File: config.mk
export PLATFORM = sky130hd
export DESIGN_NAME = ibex_rvfi_trace_fifo
export DESIGN_NICKNAME = d
export VERILOG_FILES = /design/src/rtl/ibex_rvfi_trace_fifo.sv
export SDC_FILE = /design/constraint.sdc
export NUM_CORES = 2
export LEC_CHECK = 0
export BUFFER_PORTS_ARGS = -buffer_cell sky130_fd_sc_hd__buf_2
export CAP_MARGIN = 20
export CELL_PAD_IN_SITES_DETAIL_PLACEMENT = 0
export CELL_PAD_IN_SITES_GLOBAL_PLACEMENT = 2
export CORE_MARGIN = 4
export CORE_UTILIZATION = 45
export DETAILED_ROUTE_END_ITERATION = 6
export PLACE_DENSITY_LB_ADDON = 0.1
export SYNTH_ARGS = -nofsm -noshare
export SYNTH_HDL_FRONTEND = slang
export SYNTH_SLANG_ARGS = --single-unit
File: constraint.sdc
create_clock -name clk_i -period 6 [get_ports clk_i]
set_input_delay 1.2 -clock clk_i [delete_from_list [all_inputs] [get_ports clk_i]]
set_output_delay 1.2 -clock clk_i [all_outputs]
set_load 0.02 [all_outputs]
File: src/rtl/ibex_rvfi_trace_fifo.sv
// rtl/ibex_rvfi_trace_fifo.sv - RVFI retirement trace packer and FIFO with overflow and order checks
// Optional drop counter: define IBEX_RVFI_TRACE_DROP_CNT_EN.
module ibex_rvfi_trace_fifo #(
    parameter int unsigned Depth  = 8,
    parameter int unsigned TraceW = 376,
    parameter int unsigned LvlW   = $clog2(Depth) + 1
) (
    input  logic              clk_i,
    input  logic              rst_ni,
    input  logic              enable_i,
    input  logic              clear_i,
    input  logic              rvfi_valid_i,
    input  logic [63:0]       rvfi_order_i,
    input  logic [31:0]       rvfi_insn_i,
    input  logic              rvfi_trap_i,
    input  logic              rvfi_halt_i,
    input  logic              rvfi_intr_i,
    input  logic [4:0]        rvfi_rd_addr_i,
    input  logic [31:0]       rvfi_rd_wdata_i,
    input  logic [31:0]       rvfi_pc_rdata_i,
    input  logic [31:0]       rvfi_pc_wdata_i,
    input  logic [31:0]       rvfi_mem_addr_i,
    input  logic [7:0]        rvfi_mem_rmask_i,
    input  logic [7:0]        rvfi_mem_wmask_i,
    input  logic [63:0]       rvfi_mem_rdata_i,
    input  logic [63:0]       rvfi_mem_wdata_i,
    output logic              trace_valid_o,
    input  logic              trace_ready_i,
    output logic [TraceW-1:0] trace_data_o,
    output logic [LvlW-1:0]   level_o,
`ifdef IBEX_RVFI_TRACE_DROP_CNT_EN
    output logic [15:0]       drop_cnt_o,
`endif
    output logic              overflow_o,
    output logic              order_err_o
);

    localparam int unsigned AW = $clog2(Depth);

    logic [TraceW-1:0] mem_q [Depth];
    logic [LvlW-1:0]   wptr_q;
    logic [LvlW-1:0]   rptr_q;
    logic [LvlW-1:0]   level;
    logic [TraceW-1:0] record;
    logic              push_req;
    logic              pop;
    logic              full;
    logic              do_push;
    logic              drop;
    logic              first_seen_q;
    logic [63:0]       last_order_q;
    logic              order_err_q;

    assign record = {rvfi_order_i, rvfi_insn_i, rvfi_pc_rdata_i, rvfi_pc_wdata_i,
                     rvfi_rd_wdata_i, rvfi_mem_addr_i, rvfi_mem_rmask_i, rvfi_mem_wmask_i,
                     rvfi_mem_rdata_i, rvfi_mem_wdata_i, rvfi_rd_addr_i,
                     rvfi_trap_i, rvfi_halt_i, rvfi_intr_i};

    // Extra pointer MSB distinguishes full from empty, so the difference is the level.
    assign level    = wptr_q - rptr_q;
    assign full     = (level == LvlW'(Depth));
    assign push_req = rvfi_valid_i && enable_i && !clear_i;
    assign pop      = trace_valid_o && trace_ready_i && !clear_i;
    assign do_push  = push_req && (!full || pop);
    assign drop     = push_req && full && !pop;

    assign trace_valid_o = (level != '0);
    assign level_o       = level;
    assign trace_data_o  = mem_q[rptr_q[AW-1:0]];
    assign order_err_o   = order_err_q;

    always_ff @(posedge clk_i or negedge rst_ni) begin
        if (!rst_ni) begin
            for (int i = 0; i < int'(Depth); i++) begin
                mem_q[i] <= '0;
            end
        end else if (do_push) begin
            mem_q[wptr_q[AW-1:0]] <= record;
        end
    end

    always_ff @(posedge clk_i or negedge rst_ni) begin
        if (!rst_ni) begin
            wptr_q <= '0;
            rptr_q <= '0;
        end else if (clear_i) begin
            wptr_q <= '0;
            rptr_q <= '0;
        end else begin
            if (do_push) begin
                wptr_q <= wptr_q + LvlW'(1);
            end
            if (pop) begin
                rptr_q <= rptr_q + LvlW'(1);
            end
        end
    end

    // Continuity is checked on every capture attempt, including records about to be dropped.
    always_ff @(posedge clk_i or negedge rst_ni) begin
        if (!rst_ni) begin
            first_seen_q <= 1'b0;
            last_order_q <= '0;
            order_err_q  <= 1'b0;
        end else if (clear_i) begin
            first_seen_q <= 1'b0;
            order_err_q  <= 1'b0;
        end else if (!enable_i) begin
            first_seen_q <= 1'b0;
        end else if (rvfi_valid_i) begin
            if (first_seen_q && (rvfi_order_i != last_order_q + 64'd1)) begin
                order_err_q <= 1'b1;
            end
            last_order_q <= rvfi_order_i;
            first_seen_q <= 1'b1;
        end
    end

`ifdef IBEX_RVFI_TRACE_DROP_CNT_EN
    logic [15:0] drop_cnt_q;

    always_ff @(posedge clk_i or negedge rst_ni) begin
        if (!rst_ni) begin
            drop_cnt_q <= '0;
        end else if (clear_i) begin
            drop_cnt_q <= '0;
        end else if (drop && (drop_cnt_q != 16'hFFFF)) begin
            drop_cnt_q <= drop_cnt_q + 16'd1;
        end
    end

    assign drop_cnt_o = drop_cnt_q;
    assign overflow_o = (drop_cnt_q != 16'd0);
`else
    logic overflow_q;

    always_ff @(posedge clk_i or negedge rst_ni) begin
        if (!rst_ni) begin
            overflow_q <= 1'b0;
        end else if (clear_i) begin
            overflow_q <= 1'b0;
        end else if (drop) begin
            overflow_q <= 1'b1;
        end
    end

    assign overflow_o = overflow_q;
`endif

endmodule

* Word-level counts from Yosys, hierarchy flattened *
Cells that the tools add are included.

word-level totals
  register bits after elaboration = 3,083
  output and inout bits = 383

cells by class
  reductions and logical operators = 22
  bitwise logic cells = 3
  order comparisons = 3
  muxes and demuxes = 19
  eq/ne operators = 3
  add/sub/neg operators = 4

operators by type and width
  operator                                                                      number
  3008-bit bitwise mux                                                          1
  376-bit binary-select mux with 3-bit select                                   1
  376-bit demux with 3-bit select                                               1
  376-bit 2-to-1 mux                                                            3
  64-bit by 1-bit adder with 64-bit output, second input constant               1
  64-bit != test                                                                1
  4-bit 2-to-1 mux                                                              4
  2-bit nonzero test                                                            6
  1-bit logical AND                                                             9
  1-bit 2-to-1 mux                                                              9
  4-bit by 1-bit adder with 4-bit output, second input constant                 2
  4-bit greater-or-equal comparator, second input constant                      2
  3-bit NOT with 4-bit output                                                   2
  3-bit AND reduction                                                           2
  4-bit == test, second input constant                                          1
  4-bit by 1-bit less-than comparator with 1-bit output, second input constant  1
  4-bit nonzero test                                                            1
  4-bit subtractor                                                              1
  1-bit logical NOT                                                             3
  3-bit by 1-bit != test with 1-bit output, second input constant               1
  1-bit logical OR                                                              1
  1-bit NOT                                                                     1

* Logic depth before layout (Yosys ltp) *
  word-level depth = 8
  gate-level depth with buffers = 18
  mapped depth without buffers = 11

* Worst setup path after synthesis *
OpenSTA, ideal clock, no wires.

  kind = register to register
  start point = reg rptr_q[1]
  end point = reg mem_q[1839] (netlist name)
  arrival = 4.136 ns
  required time = 5.875 ns
  stages on the path, launching flop included = 18
  setup slack = 1.740 ns
  library setup time = 0.125 ns
  period minus slack after synthesis = 4.260 ns
  cells stage by stage = dfrtp_1 -> clkbuf_1 -> clkbuf_1 -> buf_1 -> clkbuf_1 -> inv_1 -> ha_1 -> a21o_1 -> a21oi_1 -> xnor2_1 -> a211o_1 -> nor2b_1 -> buf_2 -> nand2_1 -> nor3_1 -> clkbuf_1 -> buf_2 -> mux2_2

between the ends
  word-level cells in the longest chain between the ends = 6
  elaborated cells between the ends (all ways) = 8
  classes of those cells = add/sub (1); eq/ne (1); reduce/logical (6)

ends and longest elaborated chain
  element                          line  text
  from (decl)                      42    logic [LvlW-1:0] rptr_q;
  from (signal assigned)           94    rptr_q <= rptr_q + LvlW'(1);
  4-bit subtractor *               60    assign level = wptr_q - rptr_q;
  4-bit nonzero test               67    assign trace_valid_o = (level != '0);
  1-bit logical AND (2 in a row)   63    assign pop = trace_valid_o && trace_ready_i && !clear_i;
  1-bit logical OR *               64    assign do_push = push_req && (!full || pop);
  1-bit logical AND *              64
  to (signal, indexed assignment)  78    mem_q[wptr_q[AW-1:0]] <= record;
  to (decl)                        40    logic [TraceW-1:0] mem_q [Depth];

Every way passes the cells marked *; elsewhere a longest branch is shown, timed or not.
A chain may end at the register's enable or synchronous reset.

* Worst setup path in the final report *
  start point = reg rptr_q[1]
  end point = out trace_data_o[49]

between the ends
  word-level cells in the longest chain between the ends = 4

ends and longest elaborated chain
  element                                                line  text
  3-bit NOT with 4-bit output (not written as such)      69    assign trace_data_o = mem_q[rptr_q[AW-1:0]];
  376-bit binary-select mux with 3-bit select            69
  376-bit 2-to-1 mux (not written as such) (2 in a row)  69
  to (decl)                                              29    output logic [TraceW-1:0] trace_data_o,

No other way between the ends. The select of a mux whose other input is x is not followed.

==> metrics.csv <==
metric,value,unit
outcome,completed,
drv_cap,0,
setup_viol,0,
rsz0062_at_grt,no,
path_class,reg2out,
switching_share,0.315,
postCtsResizedCells,0,
cp_max_fo,110,
slew_headroom,0.240,
htreeDepth,5,
cts_inserted_buffers,346,
synth_edf_count,0,
required,4800,ps
hold_violations,0,
vdd_drop_max,0.333,mV
seq_area,77200,um2
drv_slew,0,
postSynthCellCount,9095,
final.setup.tns,0,ps
coreArea,306000,um2
power_frac_seq,0.389,
fin_nets,10100,
power_frac_comb,0.286,
antenna_found_initial,169,
cts_buffer_depth,4,
p_switching,0.0211,W
first_iter_violations,4274,
worst_pin_slew,1140,ps
finClkSkew,30.8,ps
path_common_cell,nand2_1,
grt_overflow,0,
final_cell_mix,"dfrtp_1, mux2_2, nand2_1",
dr.pass1.iters,5,
gp_congestion,0.773,
antenna_left,0,
via_per_inst,5.67,
clock_tree.root_cell,clkbuf_16,
dpl.hpwl,223000,um
row_count,203,
die-area,317000,um2
critical-path-top-delay-family,buffers and inverters,
syn-cell-area,138000,um2
wl_per_cell,26.3,um
ys_types,62,
post_cts_buffers,0,
timing.fmax,0.181,GHz
clk_latency,890,ps
r2r-start,rptr_q[2],
powerDensity,421,nW/um2
areaGrowthSynthToFinish,14.7,%
power_leakage,75.8,nW
pwr-share-clk,0.326,
cp.buffers_inverters,3,
die_y,563,um
power,0.0668,W
grt_usage,0.235,
grt_pass1_vias,88100,
hp-class,in2async,
reg2reg_slack,1260,ps
critPathLaunch,rptr_q[1],
cts_tree,yes,
period_share,0.921,
slowest_delay,910,ps
multi_input_area,58500,um2
ys_seq_elements,3083,
clkSlewWorstSetupHoldPaths,60,ps
drive_above_1_share,0.534,
post-route-drc-count,0,
ys_async_sr_fraction,1.00,
period_needed,5530,ps
final_common_cell,dfrtp_1,
critPathLaunchType,register,
fillers,25800,
yosysSeqAreaShare,0.557,
grt_max_degree,190,
via_count,80200,
holdBufCountCts,0,
cts_sinks,3083,
final_util,0.519,
start_util,0.452,
endpoint_kind,primary output,
num_io_pins,765,
rr_worst_depth,10,
synth.avg_cell_area,15.2,um2
synth_nets,9484,
cp.arrival,4330,ps
portBuffers,764,
cpMaxStageDelayCell,buf_4,
grt_pass1_wl,569000,um
drt-total-wl,373000,um
yosys_warnings,0,
synth_flop_cell,dfrtp_1,
die_w,563,um
crit_chain,buf_12 > buf_4 > mux4_2 > nand2_1 > nand2_1 > buf_2,
internal_power,0.0458,W
rr_endpoint,mem_q[1412],
## metal layers
metal	wire length, um	GRT usage	up-vias
li1	-	-	34500
met1	159000	0.315	43500
met2	178000	0.381	1548
met3	23000	0.0557	666
met4	11600	0.0742	92
met5	571	0	-
## synthesized netlist by cell type, drive strengths merged, types with 6 or more instances
cell	instances	area, um2
ha	6	75.1
dfrtp	3083	77100
nand4	30	200
a31oi	10	62.6
nand2	1163	4370
buf	437	2000
nor2	30	113
xnor2	73	639
a21oi	9	45.0
nor3	22	110
clkbuf	227	852
inv	12	45.0
and4	10	90.1
mux4	752	16900
o21ai	13	65.1
nand3	33	165
xor2	31	272
and3	10	62.6
nor4	13	109
mux2	3073	34600
## area by class of cell
type                            count  area share
Tap cell                         4100      0.0323
Multi-Input combinational cell   5336       0.368
Clock inverter                    106     0.00918
Timing Repair Buffer              931      0.0383
Sequential cell                  3083       0.486
Inverter                           12    0.000331
Antenna cell                       63    0.000993
Clock buffer                      518      0.0649
## power groups by stage
stage	combinational [W]	sequential (W)	clock, W
2_1_floorplan	0.0129	0.0256	0
3_3_place_gp	0.0192	0.0261	0
3_5_place_dp	0.0194	0.0263	0
4_1_cts	0.0195	0.0260	0.0224
5_1_grt	0.0206	0.0264	0.0233
6_report	0.0191	0.0260	0.0218
## cell families (layout without fill, tap and decap cells)
group           after synthesis  after routing  synth area share
simple gates               1338           1338            0.0392
compound gates               57             57           0.00283
mux                        3830           3830             0.373
xor+xnor                    104            104           0.00658
buf+inv                     676           1567            0.0209
flops                      3083           3083             0.557
other cells                   0             63                 0
fa+ha+maj                     7              7          0.000687
## through the flow
step                      std cells  setup slack [ps]  hold slack (ps)  cell area (um2)
final                         14100               474              282           159000
after global routing          14100               274              285           159000
after CTS                     14100               341              256           159000
after detailed placement      13500              1240              487           147000
after global placement        13500              1270              481           147000
after floorplan                9095              1740              470           138000
## sequential cells by signal, summed over array words and instances, names as in the netlist
name / cells
first_seen_q: 1
last_order_q: 64
mem_q: 3008
order_err_o: 1
overflow_o: 1
rptr_q: 4
wptr_q: 4
## worst max path at each step
stage               depth (start not counted)           endpoint
finish                                      6   trace_data_o[49]
global route                                6  trace_data_o[102]
CTS                                         6   trace_data_o[54]
detailed placement                         11        mem_q[1387]
global placement                           11        mem_q[1429]
floorplan                                  17        mem_q[1839]
No activity file was read; power rests on OpenSTA's default activity.
